===== src/rtl/hazard_scoreboard_pkg.sv =====
// -----------------------------------------------------------------------------
// hazard_scoreboard_pkg
// Shared pipeline definitions for the hazard scoreboard and its operand
// matcher: the per-slot state record, the forwarding-select encoding of the
// register-file source, and the global register-file / datapath sizes.
// -----------------------------------------------------------------------------
package hazard_scoreboard_pkg;

   // Global core settings, shared with the rest of the pipeline.
   localparam int REG_FILE_DEPTH = 16;
   localparam int WORD_WIDTH     = 32;

   // Slot destination field is sized for the widest supported register
   // address; narrower REG_ADDR_W values are zero-extended on entry.
   localparam int SLOT_DST_W     = 8;

   // Forwarding select value meaning "read the register file".
   localparam int FWD_SRC_RF     = 0;

   // One tracked in-flight instruction.
   typedef struct packed {
      logic                  v;    // slot holds a real instruction
      logic [SLOT_DST_W-1:0] dst;  // destination register
      logic                  wb;   // instruction writes dst
      logic                  ld;   // instruction is a load
   } slot_t;

   localparam slot_t SLOT_BUBBLE = '0;

endpackage


===== src/rtl/hazard_src_match.sv =====
// -----------------------------------------------------------------------------
// hazard_src_match
// Compares one ID-stage source operand against every tracked slot and reports
// whether that operand forces a stall and, with forwarding on, which slot
// should supply it (youngest producer wins).
//
// Ports:
//   src       in  REG_ADDR_W   source register address
//   has_src   in  1            source is actually read
//   slots     in  slot_t[N]    tracked slots, index 0 = EXE (youngest)
//   fwd_on    in  1            forwarding active this cycle
//   stall_hit out 1            this operand needs a stall
//   fwd_sel   out SEL_W        0 = register file, k = slot k-1
// -----------------------------------------------------------------------------
module hazard_src_match
   import hazard_scoreboard_pkg::*;
#(
   parameter int REG_ADDR_W       = 4,
   parameter int NUM_STAGES       = 3,
   parameter int FWD_EN           = 1,
   parameter int RF_WRITE_THROUGH = 1,
   parameter int SEL_W            = $clog2(NUM_STAGES + 1)
) (
   input  logic [REG_ADDR_W-1:0]   src,
   input  logic                    has_src,
   input  slot_t [NUM_STAGES-1:0]  slots,
   input  logic                    fwd_on,
   output logic                    stall_hit,
   output logic [SEL_W-1:0]        fwd_sel
);

   // With a write-through register file the WB slot is readable this cycle.
   localparam int STALL_SLOTS = (RF_WRITE_THROUGH != 0) ? NUM_STAGES - 1 : NUM_STAGES;

   logic [NUM_STAGES-1:0] match;
   logic                  unused_ld;

   always_comb begin
      // NOTE: every signal assigned in a combinational block gets a default
      // first, so no path leaves it unassigned and no latch is inferred.
      match     = '0;
      unused_ld = 1'b0;
      for (int k = 0; k < NUM_STAGES; k++) begin
         match[k] = has_src & slots[k].v & slots[k].wb &
                    (slots[k].dst == SLOT_DST_W'(src));
      end
      // Only the EXE slot's load flag matters for load-use detection.
      for (int k = 1; k < NUM_STAGES; k++) begin
         unused_ld = unused_ld ^ slots[k].ld;
      end
   end

   always_comb begin
      stall_hit = 1'b0;
      if (fwd_on) begin
         stall_hit = match[0] & slots[0].ld;
      end else begin
         for (int k = 0; k < STALL_SLOTS; k++) begin
            if (match[k]) stall_hit = 1'b1;
         end
      end
   end

   generate
      if (FWD_EN != 0) begin : g_fwd
         // Scan oldest to youngest so the youngest matching slot is kept.
         always_comb begin
            fwd_sel = SEL_W'(FWD_SRC_RF);
            if (fwd_on) begin
               for (int k = NUM_STAGES - 1; k >= 0; k--) begin
                  if (match[k]) fwd_sel = SEL_W'(k + 1);
               end
            end
         end
      end else begin : g_no_fwd
         assign fwd_sel = SEL_W'(FWD_SRC_RF);
      end
   endgenerate

endmodule


===== src/rtl/hazard_scoreboard.sv =====
// -----------------------------------------------------------------------------
// hazard_scoreboard
// Tracks in-flight register writes across NUM_STAGES post-decode slots and
// produces the ID-stage stall plus per-operand forwarding selects. Supports
// runtime forwarding enable, load-use detection, global hold, flush bubbles
// and a saturating stall-cycle counter.
//
// Ports:
//   clk, rst            clock, asynchronous active-high reset
//   id_valid            ID stage holds a real instruction
//   id_src1/id_src2     source addresses, qualified by id_has_src1/2
//   id_dst, id_wb_en    destination and write enable of the ID instruction
//   id_mem_read         ID instruction is a load
//   flush               ID instruction is discarded (branch taken in EXE)
//   hold                freeze all state (memory wait)
//   fwd_en              runtime forwarding enable (ignored when FWD_EN=0)
//   hazard_detected     stall IF/ID and insert a bubble
//   fwd_sel1/fwd_sel2   operand source, 0 = register file, k = slot k-1
//   stage_valid         per-slot valid bits
//   stall_count         saturating count of stall cycles
// -----------------------------------------------------------------------------
module hazard_scoreboard
   import hazard_scoreboard_pkg::*;
#(
   parameter int REG_ADDR_W       = 4,
   parameter int NUM_STAGES       = 3,
   parameter int FWD_EN           = 1,
   parameter int RF_WRITE_THROUGH = 1,
   parameter int CNT_W            = 16
) (
   input  logic                              clk,
   input  logic                              rst,
   input  logic                              id_valid,
   input  logic [REG_ADDR_W-1:0]             id_src1,
   input  logic [REG_ADDR_W-1:0]             id_src2,
   input  logic                              id_has_src1,
   input  logic                              id_has_src2,
   input  logic [REG_ADDR_W-1:0]             id_dst,
   input  logic                              id_wb_en,
   input  logic                              id_mem_read,
   input  logic                              flush,
   input  logic                              hold,
   input  logic                              fwd_en,
   output logic                              hazard_detected,
   output logic [$clog2(NUM_STAGES+1)-1:0]   fwd_sel1,
   output logic [$clog2(NUM_STAGES+1)-1:0]   fwd_sel2,
   output logic [NUM_STAGES-1:0]             stage_valid,
   output logic [CNT_W-1:0]                  stall_count
);

   localparam int SEL_W = $clog2(NUM_STAGES + 1);

   slot_t [NUM_STAGES-1:0] slots;
   logic                   fwd_on;
   logic                   hit1, hit2;
   logic [SEL_W-1:0]       sel1_raw, sel2_raw;
   logic                   issue;

   assign fwd_on = (FWD_EN != 0) && fwd_en;

   hazard_src_match #(
      .REG_ADDR_W       (REG_ADDR_W),
      .NUM_STAGES       (NUM_STAGES),
      .FWD_EN           (FWD_EN),
      .RF_WRITE_THROUGH (RF_WRITE_THROUGH),
      .SEL_W            (SEL_W)
   ) u_match_src1 (
      .src       (id_src1),
      .has_src   (id_has_src1),
      .slots     (slots),
      .fwd_on    (fwd_on),
      .stall_hit (hit1),
      .fwd_sel   (sel1_raw)
   );

   hazard_src_match #(
      .REG_ADDR_W       (REG_ADDR_W),
      .NUM_STAGES       (NUM_STAGES),
      .FWD_EN           (FWD_EN),
      .RF_WRITE_THROUGH (RF_WRITE_THROUGH),
      .SEL_W            (SEL_W)
   ) u_match_src2 (
      .src       (id_src2),
      .has_src   (id_has_src2),
      .slots     (slots),
      .fwd_on    (fwd_on),
      .stall_hit (hit2),
      .fwd_sel   (sel2_raw)
   );

   assign hazard_detected = id_valid & (hit1 | hit2);

   // A stalled or empty ID slot must not steer the operand muxes.
   assign fwd_sel1 = (id_valid & ~hazard_detected) ? sel1_raw : SEL_W'(FWD_SRC_RF);
   assign fwd_sel2 = (id_valid & ~hazard_detected) ? sel2_raw : SEL_W'(FWD_SRC_RF);

   assign issue = id_valid & ~hazard_detected & ~flush;

   always_comb begin
      stage_valid = '0;
      for (int k = 0; k < NUM_STAGES; k++) begin
         stage_valid[k] = slots[k].v;
      end
   end

   // NOTE: the slot array is a handful of flops, not a RAM, so every slot is
   // cleared on reset; the valid bits must be known before the first match.
   always_ff @(posedge clk or posedge rst) begin
      if (rst) begin
         // NOTE: sequential state uses non-blocking assignments so the shift
         // below reads every slot's pre-edge value regardless of loop order.
         slots <= '0;
      end else if (!hold) begin
         for (int k = 1; k < NUM_STAGES; k++) begin
            slots[k] <= slots[k-1];
         end
         slots[0] <= issue ? '{v: 1'b1, dst: SLOT_DST_W'(id_dst),
                               wb: id_wb_en, ld: id_mem_read}
                           : SLOT_BUBBLE;
      end
   end

   always_ff @(posedge clk or posedge rst) begin
      if (rst) begin
         stall_count <= '0;
      end else if (!hold && hazard_detected && !flush && (stall_count != '1)) begin
         stall_count <= stall_count + CNT_W'(1);
      end
   end

endmodule


===== config.mk =====
export PLATFORM = sky130hd
export DESIGN_NAME = hazard_scoreboard
export DESIGN_NICKNAME = d
export VERILOG_FILES = /design/src/rtl/hazard_scoreboard_pkg.sv /design/src/rtl/hazard_src_match.sv /design/src/rtl/hazard_scoreboard.sv
export SDC_FILE = /design/constraint.sdc
export NUM_CORES = 1
export LEC_CHECK = 0
export ABC_CLOCK_PERIOD_IN_PS = 2150
export CAP_MARGIN = 10
export CORE_ASPECT_RATIO = 1.75
export CORE_MARGIN = 3
export CORE_UTILIZATION = 40
export DETAILED_ROUTE_END_ITERATION = 16
export PLACE_DENSITY = 0.67
export SYNTH_ARGS = -nofsm -noshare
export SYNTH_HDL_FRONTEND = slang
export SYNTH_SLANG_ARGS = --single-unit

===== constraint.sdc =====
create_clock -name clk -period 2.15 [get_ports clk]
set_clock_uncertainty 0.2 [all_clocks]
set_input_delay 0.215 -clock clk [delete_from_list [all_inputs] [get_ports clk]]
set_output_delay 0.215 -clock clk [all_outputs]
set_load 0.02 [all_outputs]

### Yosys cells after proc, flatten, opt, wreduce, memory -nomap -nowiden

Cells that the tools add are included.
W data, S select, Z words.

| word-level totals | value |
|---|---|
| register bits | 47 |
| logic and storage cells | 67 |
| output and inout bits | 24 |
| input port bits | 22 |

| operators by class | value |
|---|---|
| eq/ne operators | 7 |
| reductions and logical operators | 5 |
| add/subtract/negate cells | 1 |
| muxes and demuxes | 17 |
| bitwise logic cells | 26 |

Operators with widths:

| kind | count |
|---|---|
| $eq A8 B4 Y1 | 6 |
| $and A1 B1 Y1 | 23 |
| $mux W2 | 10 |
| $add A16 B1 Y16 const B | 1 |
| $ne A16 B16 Y1 const B | 1 |
| $mux W11 | 1 |
| $mux W1 | 6 |
| $logic_and A1 B1 Y1 | 3 |
| $logic_not A1 Y1 | 2 |
| $not A1 Y1 | 2 |
| $or A1 B1 Y1 | 1 |

### Longest topological paths before layout

| depth | value |
|---|---|
| depth after elaboration | 12 |
| depth in mapped cells | 8 |
| mapped depth without buffers | 7 |

### Modules after synthesis

Synthesis repeated with hierarchy kept, for this count alone.

| unflattened totals | value |
|---|---|
| cells, all modules | 191 |
| area total of the unflattened synthesis | 2187.1 um^2 |

By module, submodules not included:

| module | area an instance (um^2) | times used | sequential area each (um^2) | cells each |
|---|---|---|---|---|
| hazard_scoreboard | 1691.6 | 1 | 925.9 | 129 |
| hazard_src_match | 247.7 | 2 | 0.0 | 31 |

### Worst setup path before layout

OpenSTA, ideal clock, no wires.

| timing | value |
|---|---|
| path type | register to output |
| start | reg slots[3] (netlist name) |
| end | out hazard_detected |
| slack | -35 ps |
| data required time | 1735 ps |
| stages on the path, launching flop included | 7 |
| arrival time | 1770 ps |
| path buffers | 1 |
| path through | dfrtp_1 > xor2_1 > nor4_4 > o41ai_4 > and2_1 > buf_6 > nor2b_1 |

| on the way | value |
|---|---|
| word-level cells in the longest chain between the ends | 7 |

Ends and longest elaborated chain:

| item | RTL line | RTL |
|---|---|---|
| $eq A8 B4 Y1 | hazard_src_match.sv:45 | `(slots[k].dst == SLOT_DST_W'(src));` |
| $and A1 B1 Y1 | hazard_src_match.sv:44 | `match[k] = has_src & slots[k].v & slots[k].wb &` |
| $mux W1 (2 in series) | hazard_src_match.sv:59 | `if (match[k]) stall_hit = 1'b1;` |
| $mux W1 | hazard_src_match.sv:55 | `if (fwd_on) begin` |
| $or A1 B1 Y1 (*) | hazard_scoreboard.sv:91 | `assign hazard_detected = id_valid & (hit1 \| hit2);` |
| $and A1 B1 Y1 (*) | hazard_scoreboard.sv:91 |  |
| to (decl) | hazard_scoreboard.sv:44 | `output logic hazard_detected,` |

Mark *: on every way between the ends. The rest lies on a longest branch, timed or not.

### Worst setup path after layout

| timing | value |
|---|---|
| start | reg slots[2] (netlist name) |
| end | out hazard_detected |

| on the way | value |
|---|---|
| word-level cells in the longest chain between the ends | 7 |

Ends and longest elaborated chain:

| item | RTL line |
|---|---|
| $eq A8 B4 Y1 | hazard_src_match.sv:45 |
| $and A1 B1 Y1 | hazard_src_match.sv:44 |
| $mux W1 (2 in series) | hazard_src_match.sv:59 |
| $mux W1 | hazard_src_match.sv:55 |
| $or A1 B1 Y1 (*) | hazard_scoreboard.sv:91 |
| $and A1 B1 Y1 (*) | hazard_scoreboard.sv:91 |

Marks and branches as above.

==> metrics.md <==
| Metric | Value |
|---|---|
| Outcome | finished, violations left |
| Violated checks | negative setup slack |
| Layout cells sized above 1 | between 30% and 40% |
| CTS Buf Count | 5 |
| Tot GR Track Use | a little under a fifth |
| Routability Congestion | just over 0.8 |
| Library cells used by synthesis | 33 |
| I/O Buffers | 45 |
| Tightest Pin Transition | around 450 ps |
| Worst Slack Setup Final | -234 ps |
| CTS clock-pin slew for the worst setup and hold paths | ~70 ps |
| Post-route DRC | 0 |
| Top cell type's share of synthesized area | between 40% and 50% |
| Cell count after placement | between 300 and 400 |
| CP startpoint kind | flop |
| Routed Antenna Nets | 0 |
| Seq pwr share | 47.7% |
| GR Overflow Total | 0 |
| Hold buffer count at cts | 0 |
| First-pass GRT wire length | between 8 and 9 mm |
| Critical path depth | 8 |
| Hold WC Path Type | in -> async |
| Largest cells by area after synthesis | dfrtp_1 45%, xnor2_1 9.0%, xor2_1 8.6% |
| CP Class | reg -> out |
| Sequential fraction of the synthesis area | 45.1% |
| Met3 WL | around 190 µm |
| Rows | 33 |
| WL met2 | 2.89 mm |
| Routed Wire Length | between 5 and 6 mm |
| Synth Cell Area | roughly 0.002 mm² |
| Yosys warning total | 0 |
| # fillers | approximately 400 |
| Finish-stage setup viols | 28 |
| PwrDens | ~500 mW/mm² |
| Die height | slightly below 100 µm |
| DRT iter0 DRCs | 39 |
| Crit path from | slots[2]$_DFFE_PP0N_ |
| Min cycle time layout | approximately 2400 ps |
| Clk Latency, worst-skew pair | about 280 ps |
| Top-count cell post-synth | dfrtp_1 |
| Switching Fraction | ~25% |
| Die Wd | 58.7 µm |
| Buf/Inv on CP | 3 |
| Syn avg cell area | between 10 and 15 µm² |
| EDFF count, synth | 0 |
| Reg-to-Reg Start | slots[4]$_DFFE_PP0N_ |
| Number of max-cap violations | 0 |
| R2r setup slk | -180 ps |
| Dpl cell area | 0.00273 mm² |
| Design Area, Final | roughly 0.0031 mm² |
| CTS Buffer Depth | 2 |
| CP max stage delay | between 400 and 500 ps |
| DP Wirelength | around 3.7 mm |
| Starting Density | between 40 and 50% |
| Mapped Nets | 193 |
| CP most frequent cell | buf_6 |
| Max Used Layer | met4 |
| Critical Path AT | slightly below 2000 ps |
| Leakage power | about 1.4 nW |
| Part of the power in the clock network | a little over a third |
| Relative slew slack | around 70% |
| H-tree lvl count | 2 |
| Detailed Routing Iterations Pass 1 | 4 |
| Cell family with most CP delay | buffers and inverters |
| Critical Path RT | 1740 ps |
| Vias in the first global route | 1811 |
| RSZ-0062 raised after global routing | true |
| NumNets Final | roughly 290 |
| I/O pins | between 40 and 50 |
| Core ar. | between 0.004 and 0.005 mm² |
| Fmax achieved | 420 MHz |
| Via count | 1639 |
| Crit Path Max Fanout | 3 |
| Routed vias/inst | ~5.2 |
| Most used DFF post-synth | dfrtp_1 |
| Fraction of registers with async set/reset | between 90% and 100% |
| #FFs+latches synth | 35 |
| Clock Sinks | 35 |
| Critical Path, Cell by Cell | buf_6, xor2_2, nor4_4, buf_4, o41ai_4, and2_4, nor2b_4, buf_6 |
| Final std cells w/o fill | between 300 and 400 |
| CP max-delay cell | dfrtp_1 |
| Initial antenna violation count | 0 |
| Comb power frac | 17.5% |
| Switching Power | around 0.00038 W |
| # diodes | 0 |
| Largest net degree at the start of global routing | 36 |
| Area leader, netlist | dfrtp_1 |
| M1 WL | roughly 1.8 mm |
| Synth cell count leaders | 35 x dfrtp_1, 20 x xnor2_1, 19 x xor2_1 |
| Internal power | approximately 0.0011 W |
| Worst setup EP type | primary output |
| DIE AREA | slightly below 0.006 mm² |
| Root Driver | clkbuf_8 |
| Final Max Tran Viols | 0 |
| CTS tree | built |
| Final Cycle Share | 111% |
| P&R area growth vs syn | 57.4% |
| Routed wire length per instance | roughly 16 µm |
| Final hold vios | 0 |
| Max IR drop VDD | ~540 µV |
| Worst r2r path cells | 10 |
| Mapped Cells | 170 |
-- final cells by class --
| class | count | area, µm² | share of cell area, % |
|---|---|---|---|
| sequential | 35 | 877 | 28.7 |
| multi-input combinational | 126 | 1190 | 38.8 |
| inverter | 2 | 7.51 | 0.245 |
| clock buffer | 8 | 100 | 3.27 |
| tap | 52 | 65.1 | 2.13 |
| timing repair buffer | 92 | 822 | 26.9 |
-- final timing paths --
check                                               to
max reg2reg                 stall_count[6]$_DFFE_PP0P_
min in group clk            stall_count[4]$_DFFE_PP0P_
max in group asynchronous         slots[4]$_DFFE_PP0N_
max                                    hazard_detected
min                        stall_count[13]$_DFFE_PP0P_
min reg2reg                 stall_count[4]$_DFFE_PP0P_
-- power groups by stage --
stage | combinational, W | clock, W | sequential (W)
3_3_place_gp | 0.000246 | 0 | 0.000731
6_report | 0.000265 | 0.000526 | 0.000722
3_5_place_dp | 0.000250 | 0 | 0.000732
4_1_cts | 0.000264 | 0.000537 | 0.000721
2_1_floorplan | 0.000122 | 0 | 0.000726
5_1_grt | 0.000286 | 0.000571 | 0.000726
-- timing repair --
action,in CTS,in global routing
pin swaps,22,28
buffers inserted,4,2
hold endpoints to repair,0,0
setup endpoints to repair,28,28
gates resized for setup,49,20
-- sequential cells by signal (all words and copies together), names as in the netlist --
register,cells
slots,16
stall_count,16
stage_valid,3
-- placed cells by master (no fill, tap or decap), drive strengths merged, types with 7 or more instances in the layout --
cell type      count
buf               52
clkdlybuf4s50     38
dfrtp             35
xnor2             20
xor2              19
mux2              13
nand3              9
nand4              8
clkbuf             8
nand2              8
nor3               8
nor2               7
-- per-layer routing --
layer  vias up  global-route usage, %
met1       804                   20.5
met4         0                   8.73
met5         -                      0
met3        12                   3.84
li1        780                      -
met2        43                   33.8
-- cell families (layout without fill, tap and decap cells) --
kind of cell	count (synthesis)	count (layout)	synth area share, %
DFF	35	35	45.1
muxes	13	13	7.53
AOI/OAI and AO/OA	15	15	7.41
and+or+nand+nor	58	58	19.0
buffers and inverters	9	102	2.77
adders and majority gates	1	1	0.644
xor gates and xnor gates	39	39	17.6
-- per-stage QoR --
step                setup slack (ps)  setup TNS [ps]  hold WS, ps  utilization [%]  total power [W]
finish                          -234           -3050          134             65.0          0.00151
global route                    -312           -5620          172             65.0          0.00158
CTS                             -262           -3510          150             62.9          0.00152
detailed placement              -677          -11910          286             58.0         0.000982
global placement                -653          -11150          280             58.0         0.000977
floorplan                       17.3               0          143                -         0.000848
-- worst reg2reg max path, delay by kind of cell, from the launching register on --
kind            cells  cell delay, ps
compound gates      2             280
buf+inv             4             640
flops               1             460
simple gates        2             400
xor+xnor            2             280
No activity file was read; power rests on OpenSTA's default activity.
==> variant (same settings) <==
Put one more register stage on the output `stall_count`, cleared by the reset. The value now appears one clock later. The other outputs are not delayed to match. Comments in the files are not updated.
--- a/src/rtl/hazard_scoreboard.sv
+++ b/src/rtl/hazard_scoreboard.sv
@@ -49,6 +49,8 @@
 );
 
    localparam int SEL_W = $clog2(NUM_STAGES + 1);
+
+   logic [CNT_W-1:0] stall_count_s0;
 
    slot_t [NUM_STAGES-1:0] slots;
    logic                   fwd_on;
@@ -122,9 +124,17 @@
 
    always_ff @(posedge clk or posedge rst) begin
       if (rst) begin
+         stall_count_s0 <= '0;
+      end else if (!hold && hazard_detected && !flush && (stall_count_s0 != '1)) begin
+         stall_count_s0 <= stall_count_s0 + CNT_W'(1);
+      end
+   end
+
+   always_ff @(posedge clk or posedge rst) begin
+      if (rst) begin
          stall_count <= '0;
-      end else if (!hold && hazard_detected && !flush && (stall_count != '1)) begin
-         stall_count <= stall_count + CNT_W'(1);
+      end else begin
+         stall_count <= stall_count_s0;
       end
    end
 
Formal check against the unedited RTL: not equivalent (Yosys sat finds a counterexample within 4 cycles, from zero or initial values and one cycle with rst high).
==> variant against the original RTL <==
The flow still finishes with violations (negative setup slack); highest routed layer unchanged; wire length grew 5.0%; worst setup slack lost 0.093 ns; sequential power grew 41%; sequential cell count grew 16; area after synthesis grew 18%; total power grew 20%; final area grew 8.0%; global-route usage shrank 1.7 points.
==> variant: results (changes against the original RTL) <==
outcome = finished, violations left
violated checks = negative setup slack
clock transition at the registers of the reported paths = 0.09 ns (+0.02 ns)
IO Port Bufs = 45 (unchanged)
Netlist cell types = 30 (-9.1%)
nets@finish = 305 (+7.0%)
worst-margin pin slew = 0.438 ns (-0.0141 ns)
largest net degree at the start of global routing = 33 (-8.3%)
vias in the first global route = 1944 (+7.3%)
Worst-Skew Late Latency = 0.30 ns (+0.02 ns)
CTS Buf Count = 5 (unchanged)
DP Worst Slack = -0.715 ns (-0.0379 ns)
area of the multi-input gates = 1020 um^2 (-14%)
sequential share of the synthesized area = 55.7% (+11 points)
fraction of layout cells with a size suffix above 1 = 30.0% (-9.9 points)
Sum Neg Setup Slack = -6.02 ns (-2.97 ns)
first-pass GRT wire length = 8970 um (+8.5%)
CTS max path bufs = 2 (unchanged)
Area contributors post-synth = dfrtp_1, xnor2_1, mux2_2
Inst Count DP = 346 (+15%)
iteration-0 DRC count of the detailed router = 96 (+150%)
fill count = 458 (+14%)
routability cong. = 0.846 (+2.3%)
routed length per placed instance = 14.8 um (-7.4%)
final non-filler cell area = 3300 um^2 (+8.0%)
all-layer global routing usage = 17.2% (-1.7 points)
Worst Path Arrival = 2.06 ns (+0.09 ns)
Finish-stage setup viols = 28 (unchanged)
fin cells = 357 (+13%)
Static Leak = 1.56 nW (+8.1%)
syn_nets = 213 (+10%)
Via-to-Cell Ratio = 4.84 (-7.0%)
slack of the critical path = -0.327 ns (-0.0933 ns)
Synth top cells by count = dfrtp_1, xnor2_1, nand2_1
hpwl dp = 4040 um (+10%)
Mapped Avg Cell Area = 12.1 um^2 (+5.4%)
placed standard-cell area = 3150 um^2 (+15%)
Sw Pwr = 0.441 mW (+15%)
maximum vdd ir drop = 0.465 mV (-14%)
variant: logic make-up after synthesis:
kind of cell | share of synthesized area, %
AO/OA/AOI/OAI | 5.74
XOR/XNOR | 14.2
adder cells (fa/ha/maj) | 0.546
buffers and inverters | 2.35
flip-flops | 55.7
multiplexers | 7.38
AND/OR/NAND/NOR | 14.1
variant: final cells by class:
cell class	instances	area share [%]
Clock buffer	6	2.20
Clock inverter	2	0.530
Inverter	3	0.341
Multi-Input combinational cell	129	30.8
Sequential cell	51	38.6
Tap cell	74	2.80
Timing Repair Buffer	92	24.7
variant: timing repair:
item / in CTS / in global routing
setup endpoints to repair: 28 / 28
hold buffers: 0 / 0
gates resized for setup: 32 / 4
pin swaps: 11 / 4
buffers inserted: 2 / 2
variant: worst max-delay path, cell delays in order (launching register included):
cell and delay, ns:
dfrtp_1 0.41, buf_6 0.13, xor2_1 0.14, or4_4 0.55, a21boi_4 0.17, o21ai_2 0.09
nor2b_1 0.13, buf_4 0.15
variant: power by group through the flow:
stage                     Sequential [mW]  Clock (mW)  Combinational (mW)
after floorplan                      1.03           0               0.117
after global placement               1.04           0               0.249
after detailed placement             1.04           0               0.252
after CTS                            1.02       0.558               0.256
after global routing                 1.02       0.598               0.278
final                                1.02       0.535               0.254
variant: worst paths after layout:
kind	end	cells after the start	from
worst max-delay path	hazard_detected	7	slots[4]
worst min-delay path	stall_count[7]	2	rst
worst max register to register	stall_count_s0[14]	8	slots[4]
worst min register to register	stall_count[11]	0	stall_count_s0[11]
max in group asynchronous	stall_count_s0[5]	3	rst
min in group clk	stall_count[11]	0	stall_count_s0[11]
variant: per-layer routing:
metal	wire length (um)	GRT usage [%]	share of wire [%]
met4	340	12.2	6.4
met5	0	0	0
met1	1990	17.8	38
met3	186	2.85	3.5
met2	2770	30.7	52
